$ cat src/rtl/imem_loader_pkg.sv
// -----------------------------------------------------------------------------
// imem_loader_pkg
//   Shared definitions for the instruction-memory loader:
//     - mnem_e    : 5-bit mnemonic code (0..30 legal, 31 reserved)
//     - OP_* / FN_* : MIPS-I primary opcode and R-type function codes
//     - state_e   : loader FSM states
//     - r_word / i_word / j_word : instruction-format packers
// -----------------------------------------------------------------------------
package imem_loader_pkg;

  typedef enum logic [4:0] {
    M_ADD   = 5'd0,  M_ADDU  = 5'd1,  M_SUB   = 5'd2,  M_AND   = 5'd3,
    M_OR    = 5'd4,  M_XOR   = 5'd5,  M_NOR   = 5'd6,  M_SLT   = 5'd7,
    M_SLTU  = 5'd8,  M_SLL   = 5'd9,  M_SLLV  = 5'd10, M_SRL   = 5'd11,
    M_SRLV  = 5'd12, M_SRA   = 5'd13, M_SRAV  = 5'd14, M_JR    = 5'd15,
    M_JALR  = 5'd16, M_LW    = 5'd17, M_SW    = 5'd18, M_ADDI  = 5'd19,
    M_ADDIU = 5'd20, M_SLTI  = 5'd21, M_SLTIU = 5'd22, M_ORI   = 5'd23,
    M_LUI   = 5'd24, M_ANDI  = 5'd25, M_XORI  = 5'd26, M_BEQ   = 5'd27,
    M_BNE   = 5'd28, M_J     = 5'd29, M_JAL   = 5'd30, M_RSVD  = 5'd31
  } mnem_e;

  // Primary opcodes
  localparam logic [5:0] OP_RTYPE = 6'h00;
  localparam logic [5:0] OP_J     = 6'h02;
  localparam logic [5:0] OP_JAL   = 6'h03;
  localparam logic [5:0] OP_BEQ   = 6'h04;
  localparam logic [5:0] OP_BNE   = 6'h05;
  localparam logic [5:0] OP_ADDI  = 6'h08;
  localparam logic [5:0] OP_ADDIU = 6'h09;
  localparam logic [5:0] OP_SLTI  = 6'h0A;
  localparam logic [5:0] OP_SLTIU = 6'h0B;
  localparam logic [5:0] OP_ANDI  = 6'h0C;
  localparam logic [5:0] OP_ORI   = 6'h0D;
  localparam logic [5:0] OP_XORI  = 6'h0E;
  localparam logic [5:0] OP_LUI   = 6'h0F;
  localparam logic [5:0] OP_LW    = 6'h23;
  localparam logic [5:0] OP_SW    = 6'h2B;

  // R-type function codes
  localparam logic [5:0] FN_SLL  = 6'h00;
  localparam logic [5:0] FN_SRL  = 6'h02;
  localparam logic [5:0] FN_SRA  = 6'h03;
  localparam logic [5:0] FN_SLLV = 6'h04;
  localparam logic [5:0] FN_SRLV = 6'h06;
  localparam logic [5:0] FN_SRAV = 6'h07;
  localparam logic [5:0] FN_JR   = 6'h08;
  localparam logic [5:0] FN_JALR = 6'h09;
  localparam logic [5:0] FN_ADD  = 6'h20;
  localparam logic [5:0] FN_ADDU = 6'h21;
  localparam logic [5:0] FN_SUB  = 6'h22;
  localparam logic [5:0] FN_AND  = 6'h24;
  localparam logic [5:0] FN_OR   = 6'h25;
  localparam logic [5:0] FN_XOR  = 6'h26;
  localparam logic [5:0] FN_NOR  = 6'h27;
  localparam logic [5:0] FN_SLT  = 6'h2A;
  localparam logic [5:0] FN_SLTU = 6'h2B;

  typedef enum logic [2:0] {
    ST_IDLE  = 3'd0,
    ST_LOAD  = 3'd1,
    ST_DRAIN = 3'd2,
    ST_RUN   = 3'd3,
    ST_ERR   = 3'd4
  } state_e;

  function automatic logic [31:0] r_word(input logic [4:0] rs, input logic [4:0] rt,
                                         input logic [4:0] rd, input logic [4:0] sh,
                                         input logic [5:0] fn);
    return {OP_RTYPE, rs, rt, rd, sh, fn};
  endfunction

  function automatic logic [31:0] i_word(input logic [5:0] op, input logic [4:0] rs,
                                         input logic [4:0] rt, input logic [15:0] imm);
    return {op, rs, rt, imm};
  endfunction

  function automatic logic [31:0] j_word(input logic [5:0] op, input logic [25:0] tgt);
    return {op, tgt};
  endfunction

endpackage

$ cat src/rtl/imem_loader_encoder.sv
// -----------------------------------------------------------------------------
// mips_encoder
//   Purely combinational MIPS-I encoder for the 31 supported mnemonics.
//   Ports:
//     mnem   in  5   mnemonic code (mnem_e)
//     rs/rt/rd/shamt in 5 each  register / shift fields
//     imm    in  26  imm16 in [15:0] or jump target in [25:0]
//     word   out 32  encoded instruction
//     illegal out 1  reserved mnemonic (31); word is 0 in that case
//   Fields that a format does not use are forced to 0 so the stored image
//   is canonical regardless of what the producer left in unused fields.
// -----------------------------------------------------------------------------
module mips_encoder
  import imem_loader_pkg::*;
(
  input  logic [4:0]  mnem,
  input  logic [4:0]  rs,
  input  logic [4:0]  rt,
  input  logic [4:0]  rd,
  input  logic [4:0]  shamt,
  input  logic [25:0] imm,
  output logic [31:0] word,
  output logic        illegal
);

  always_comb begin
    word    = '0;
    illegal = 1'b0;
    case (mnem)
      // Three-register ALU ops: shamt forced 0
      M_ADD:   word = r_word(rs, rt, rd, 5'd0, FN_ADD);
      M_ADDU:  word = r_word(rs, rt, rd, 5'd0, FN_ADDU);
      M_SUB:   word = r_word(rs, rt, rd, 5'd0, FN_SUB);
      M_AND:   word = r_word(rs, rt, rd, 5'd0, FN_AND);
      M_OR:    word = r_word(rs, rt, rd, 5'd0, FN_OR);
      M_XOR:   word = r_word(rs, rt, rd, 5'd0, FN_XOR);
      M_NOR:   word = r_word(rs, rt, rd, 5'd0, FN_NOR);
      M_SLT:   word = r_word(rs, rt, rd, 5'd0, FN_SLT);
      M_SLTU:  word = r_word(rs, rt, rd, 5'd0, FN_SLTU);
      M_SLLV:  word = r_word(rs, rt, rd, 5'd0, FN_SLLV);
      M_SRLV:  word = r_word(rs, rt, rd, 5'd0, FN_SRLV);
      M_SRAV:  word = r_word(rs, rt, rd, 5'd0, FN_SRAV);
      // Immediate shifts: rs forced 0, shamt kept
      M_SLL:   word = r_word(5'd0, rt, rd, shamt, FN_SLL);
      M_SRL:   word = r_word(5'd0, rt, rd, shamt, FN_SRL);
      M_SRA:   word = r_word(5'd0, rt, rd, shamt, FN_SRA);
      // Register jumps
      M_JR:    word = r_word(rs, 5'd0, 5'd0, 5'd0, FN_JR);
      M_JALR:  word = r_word(rs, 5'd0, rd, 5'd0, FN_JALR);
      // I-type: only imm[15:0] is used
      M_LW:    word = i_word(OP_LW,    rs, rt, imm[15:0]);
      M_SW:    word = i_word(OP_SW,    rs, rt, imm[15:0]);
      M_ADDI:  word = i_word(OP_ADDI,  rs, rt, imm[15:0]);
      M_ADDIU: word = i_word(OP_ADDIU, rs, rt, imm[15:0]);
      M_SLTI:  word = i_word(OP_SLTI,  rs, rt, imm[15:0]);
      M_SLTIU: word = i_word(OP_SLTIU, rs, rt, imm[15:0]);
      M_ORI:   word = i_word(OP_ORI,   rs, rt, imm[15:0]);
      M_ANDI:  word = i_word(OP_ANDI,  rs, rt, imm[15:0]);
      M_XORI:  word = i_word(OP_XORI,  rs, rt, imm[15:0]);
      M_BEQ:   word = i_word(OP_BEQ,   rs, rt, imm[15:0]);
      M_BNE:   word = i_word(OP_BNE,   rs, rt, imm[15:0]);
      M_LUI:   word = i_word(OP_LUI, 5'd0, rt, imm[15:0]);
      // J-type
      M_J:     word = j_word(OP_J,   imm);
      M_JAL:   word = j_word(OP_JAL, imm);
      default: illegal = 1'b1;
    endcase
  end

endmodule

$ cat src/rtl/imem_loader.sv
// -----------------------------------------------------------------------------
// imem_loader
//   Accepts a stream of instruction descriptors, encodes each into a MIPS-I
//   word and writes it to instruction memory one cycle later at an
//   incrementing address, then enables the CPU once the program is loaded.
//   Ports:
//     clk, rst_n          clock / async active-low reset
//     start               pulse: begin a load session (ignored in LOAD/DRAIN)
//     in_valid/in_ready   descriptor handshake (ready only in LOAD)
//     in_mnem, in_rs, in_rt, in_rd, in_shamt, in_imm, in_last  descriptor
//     imem_we/addr/wd     registered instruction-memory write port
//     cpu_enable          high only in RUN
//     err                 sticky error (reserved mnemonic or memory full)
//     checksum            XOR of all written words
//   Build option: IMEM_LOADER_CHECKSUM_EN enables the checksum register;
//   otherwise checksum is tied to 0.
// -----------------------------------------------------------------------------
module imem_loader
  import imem_loader_pkg::*;
#(
  parameter int IMEM_WORDS = 1024,
  parameter int AW         = $clog2(IMEM_WORDS)
) (
  input  logic          clk,
  input  logic          rst_n,
  input  logic          start,
  input  logic          in_valid,
  output logic          in_ready,
  input  logic [4:0]    in_mnem,
  input  logic [4:0]    in_rs,
  input  logic [4:0]    in_rt,
  input  logic [4:0]    in_rd,
  input  logic [4:0]    in_shamt,
  input  logic [25:0]   in_imm,
  input  logic          in_last,
  output logic          imem_we,
  output logic [AW-1:0] imem_addr,
  output logic [31:0]   imem_wd,
  output logic          cpu_enable,
  output logic          err,
  output logic [31:0]   checksum
);

  state_e        state_q, state_d;
  logic [AW:0]   ptr_q, ptr_d;
  logic          we_q, we_d;
  logic [AW-1:0] addr_q, addr_d;
  logic [31:0]   wd_q, wd_d;
  logic          err_q, err_d;
  logic          clr;

  logic [31:0]   enc_word;
  logic          enc_illegal;
  logic          xfer;
  logic          full;

  mips_encoder u_enc (
    .mnem    (in_mnem),
    .rs      (in_rs),
    .rt      (in_rt),
    .rd      (in_rd),
    .shamt   (in_shamt),
    .imm     (in_imm),
    .word    (enc_word),
    .illegal (enc_illegal)
  );

  assign in_ready = (state_q == ST_LOAD);
  assign xfer     = in_valid && in_ready;
  // IMEM_WORDS is a power of two, so pointer == IMEM_WORDS is exactly the MSB.
  assign full     = ptr_q[AW];

  always_comb begin
    state_d = state_q;
    ptr_d   = ptr_q;
    we_d    = 1'b0;
    addr_d  = addr_q;
    wd_d    = wd_q;
    err_d   = err_q;
    clr     = 1'b0;
    case (state_q)
      ST_IDLE, ST_RUN, ST_ERR: begin
        if (start) begin
          state_d = ST_LOAD;
          ptr_d   = '0;
          err_d   = 1'b0;
          clr     = 1'b1;
        end
      end
      ST_LOAD: begin
        if (xfer) begin
          if (enc_illegal || full) begin
            state_d = ST_ERR;
            err_d   = 1'b1;
          end else begin
            we_d    = 1'b1;
            addr_d  = ptr_q[AW-1:0];
            wd_d    = enc_word;
            ptr_d   = ptr_q + {{AW{1'b0}}, 1'b1};
            if (in_last) state_d = ST_DRAIN;
          end
        end
      end
      // The final write is on the bus during DRAIN; RUN follows so the CPU
      // never sees the enable concurrently with a write strobe.
      ST_DRAIN: state_d = ST_RUN;
      default:  state_d = ST_IDLE;
    endcase
  end

  always_ff @(posedge clk or negedge rst_n) begin
    if (!rst_n) begin
      state_q <= ST_IDLE;
      ptr_q   <= '0;
      we_q    <= 1'b0;
      addr_q  <= '0;
      wd_q    <= '0;
      err_q   <= 1'b0;
    end else begin
      state_q <= state_d;
      ptr_q   <= ptr_d;
      we_q    <= we_d;
      addr_q  <= addr_d;
      wd_q    <= wd_d;
      err_q   <= err_d;
    end
  end

`ifdef IMEM_LOADER_CHECKSUM_EN
  logic [31:0] cks_q, cks_d;

  // A session-clearing start never coincides with a live write strobe
  // (writes only occur in LOAD/DRAIN), so clear simply takes priority.
  always_comb begin
    cks_d = cks_q;
    if (clr)       cks_d = '0;
    else if (we_q) cks_d = cks_q ^ wd_q;
  end

  always_ff @(posedge clk or negedge rst_n) begin
    if (!rst_n) cks_q <= '0;
    else        cks_q <= cks_d;
  end

  assign checksum = cks_q;
`else
  assign checksum = 32'd0;
`endif

  assign imem_we    = we_q;
  assign imem_addr  = addr_q;
  assign imem_wd    = wd_q;
  assign cpu_enable = (state_q == ST_RUN);
  assign err        = err_q;

endmodule
$ cat config.mk
export PLATFORM = sky130hd
export DESIGN_NAME = imem_loader
export DESIGN_NICKNAME = d
export VERILOG_FILES = /design/src/rtl/imem_loader_pkg.sv /design/src/rtl/imem_loader_encoder.sv /design/src/rtl/imem_loader.sv
export SDC_FILE = /design/constraint.sdc
export NUM_CORES = 1
export LEC_CHECK = 0
export ABC_AREA = 1
export CORE_MARGIN = 2
export CORE_UTILIZATION = 51
export CTS_CLUSTER_DIAMETER = 150
export DETAILED_ROUTE_END_ITERATION = 10
export PLACE_DENSITY = 0.92
export SETUP_SLACK_MARGIN = 0.05
export SKIP_LAST_GASP = 1
export SYNTH_ARGS = -nofsm -noshare
export SYNTH_HDL_FRONTEND = slang
export SYNTH_SLANG_ARGS = --single-unit
$ cat constraint.sdc
create_clock -name clk -period 1.95 [get_ports clk]
set_clock_uncertainty 0.2 [all_clocks]
set_input_delay 0.39 -clock clk [delete_from_list [all_inputs] [get_ports clk]]
set_output_delay 0.39 -clock clk [all_outputs]
set_load 0.05 [all_outputs]
==> run metrics <==
CP arrival 1970 ps; Design Area, Final 7252 µm²; Final HPWL DP 12450 µm; number of synthesized register bits 57; Worst VDD drop 0.0008267 V; CTS tree built; wire length per cell 14.89 µm; CTS Buf Count 9; Synth-to-Final Area Change 37.44%; clk sinks 57; DR pass1 iterations 6; htree depth 3; Post-Syn Area 5276 µm²; Register-to-Register Path Depth 9; Critical R2R Capture ptr_q[10]; hold wc startpoint imem_addr[1]; critical path endpoint category flip-flop; Max-Slew Margin vs Limit 64.37%; final wirelength 18730 µm; Global Route Usage Sum 31.60%; antenna cells 0; NumNets Final 1174; worst-skew pair later-pin latency 350 ps; RD Place Congestion 0.9851; post-synth top area cell nand2_1; via count 6939; layout cell share with drive strength beyond 1 20.14%; CTS max path bufs 2; std cell rows 37; Syn Area/Cell 5.577 µm²; reg2reg start ptr_q[1]; Setup CP Type flip-flop to flip-flop; Port Buffers 100; async set-reset flop share out of synthesis 100.0%; Hold Vio Cnt, Final 0; antenna violations before repair 0; Clock Tree Root clkbuf_8; count leader, synth nand2_1; synth top area cells nand2_1 (34%), dfrtp_1 (27%), nor2_1 (7.2%); largest fanout on the critical path 4; post-synth cell types 31; via/cell ratio 5.516; sequential area share after synthesis 27.03%; Worst R2R Setup Slack 50 ps; final worst path period need 1904 ps; yosys synthesis warning count 0; final antenna-violating net count 0; grt total ovfl 0; Worst setup startpoint ptr_q[1]; initial core utilization 51.81%; fin crit share 97.64%; end of the critical path ptr_q[10]; Worst Hold Class flip-flop to flip-flop; Final Setup Violations 0; worst slew pin tran 527.5 ps; Max Fclk 0.5252 GHz; startpoint types flip-flop; PD cells 963.4 nW/µm²; pre-CTS setup slack -692.2 ps; Placed Area 6878 µm²; Synth Flop Type dfrtp_1; CP required 2020 ps; Synth top area share 33.79%; Reg clk slew, reported paths 80 ps; drt drc 0; final slew viol count 0; DIE AREA 11180 µm²; Post-synth top cells nand2_1 (475), nor2_1 (101), dfrtp_1 (57); leak pwr 4.105 nW; Die Wd 105.7 µm; first-pass GRT wire length 28720 µm; Post-synth EDFFs 0; height of the chip 105.7 µm; Placeable Area 10180 µm²; final setup margin 46.11 ps; Syn Inst Count 946; Worst Hold Slack 282.8 ps; max-cap viol count 0; largest net degree at the start of global routing 51; status finished, final reports clean; I/O Pins 134; number of global-route vias before repair 6184; drt initial violations 884
==> state kept, by name, indices dropped and copies added (netlist names) <==
signal	count
imem_we	1
imem_addr	10
ptr_q	11
state_q	3
imem_wd	31
err	1
==> cells in the final DEF, fill, tap and decap left out, types with 4 or more instances in the layout <==
| cell | netlist | final |
|---|---|---|
| o21ai_0 | 35 | 30 |
| nor2_4 | 2 | 9 |
| conb_1 | 1 | 33 |
| o21ai_1 | 0 | 5 |
| nand3_1 | 38 | 34 |
| clkbuf_8 | 0 | 9 |
| a21oi_1 | 43 | 43 |
| buf_12 | 0 | 9 |
| o2111ai_1 | 10 | 10 |
| nand2_1 | 475 | 470 |
| buf_4 | 37 | 146 |
| inv_2 | 2 | 6 |
| inv_1 | 54 | 49 |
| clkdlybuf4s50_1 | 0 | 49 |
| nor2_2 | 13 | 14 |
| nor2_1 | 101 | 93 |
| nand3_2 | 2 | 6 |
| nand2_2 | 3 | 7 |
| buf_2 | 15 | 4 |
| dfrtp_1 | 57 | 57 |
| nand4_1 | 6 | 6 |
==> what timing repair did <==
item,in CTS,in global routing
setup endpoints to repair,53,49
setup buffers,2,2
gates resized for setup,23,34
cloned,0,1
hold buffers,1,0
pin swaps,1,3
hold endpoints to repair,16,0
==> kinds of logic (layout without fill, tap and decap cells) <==
logic type	Yosys count	in the layout	synth area share (%)
simple gates	651	651	49.30
buf+inv	142	286	13.37
compound gates	93	93	9.817
flops	57	57	27.03
fa+ha+maj	1	1	0.2371
other cells	1	33	0.07107
xor+xnor	1	1	0.1660
==> final cells by class <==
type                       instances  area, µm²
inverter                          57      219.0
clock inverter                     7      125.1
clock buffer                       9      123.9
timing repair buffer             213       1823
fill                             777       2933
tap                              136      170.2
sequential                        57       1426
multi-input combinational        779       3364
==> power breakdown <==
part | internal [mW] | total (mW) | switching (mW)
registers | 1.53 | 1.76 | 0.237
logic | 1.18 | 3.80 | 2.61
clock network | 0.864 | 1.43 | 0.563
==> through the flow <==
| stage | TNS [ps] | std cells | util, % | total power, mW |
|---|---|---|---|---|
| floorplan | 0 | 978 | - | 4.066 |
| global placement | -25240 | 1236 | 67.53 | 5.201 |
| detailed placement | -29630 | 1236 | 67.53 | 5.285 |
| CTS | 0 | 1255 | 70.66 | 6.761 |
| global route | -24.53 | 1258 | 71.20 | 7.290 |
| finish | 0 | 1258 | 71.20 | 6.987 |
==> worst min path at each step <==
stage	cells past startpoint	to
6_report	2	imem_addr[1]
3_5_place_dp	1	imem_addr[5]
5_1_grt	2	imem_addr[1]
2_1_floorplan	0	err
3_3_place_gp	1	imem_addr[5]
4_1_cts	2	imem_addr[1]
==> metal layers <==
metal  vias up  GRT usage (%)  share of wire [%]
li1       3209              -                  -
met2       545          51.75                 45
met4         0          14.57                4.6
met1      3076          40.85                 39
met3       109          5.195                 11
met5         -              0                  0
==> worst max-delay path, stage by stage, from the launching register on <==
cell and delay (ps):
dfrtp_1 410, ha_2 230, nand3_2 130, nor2_4 150, nand3_2 140, o21ai_1 190, nand2_1 80, nor2_1 110
nand3_1 90, nand2_1 90
No activity file was read; power rests on OpenSTA's default activity.
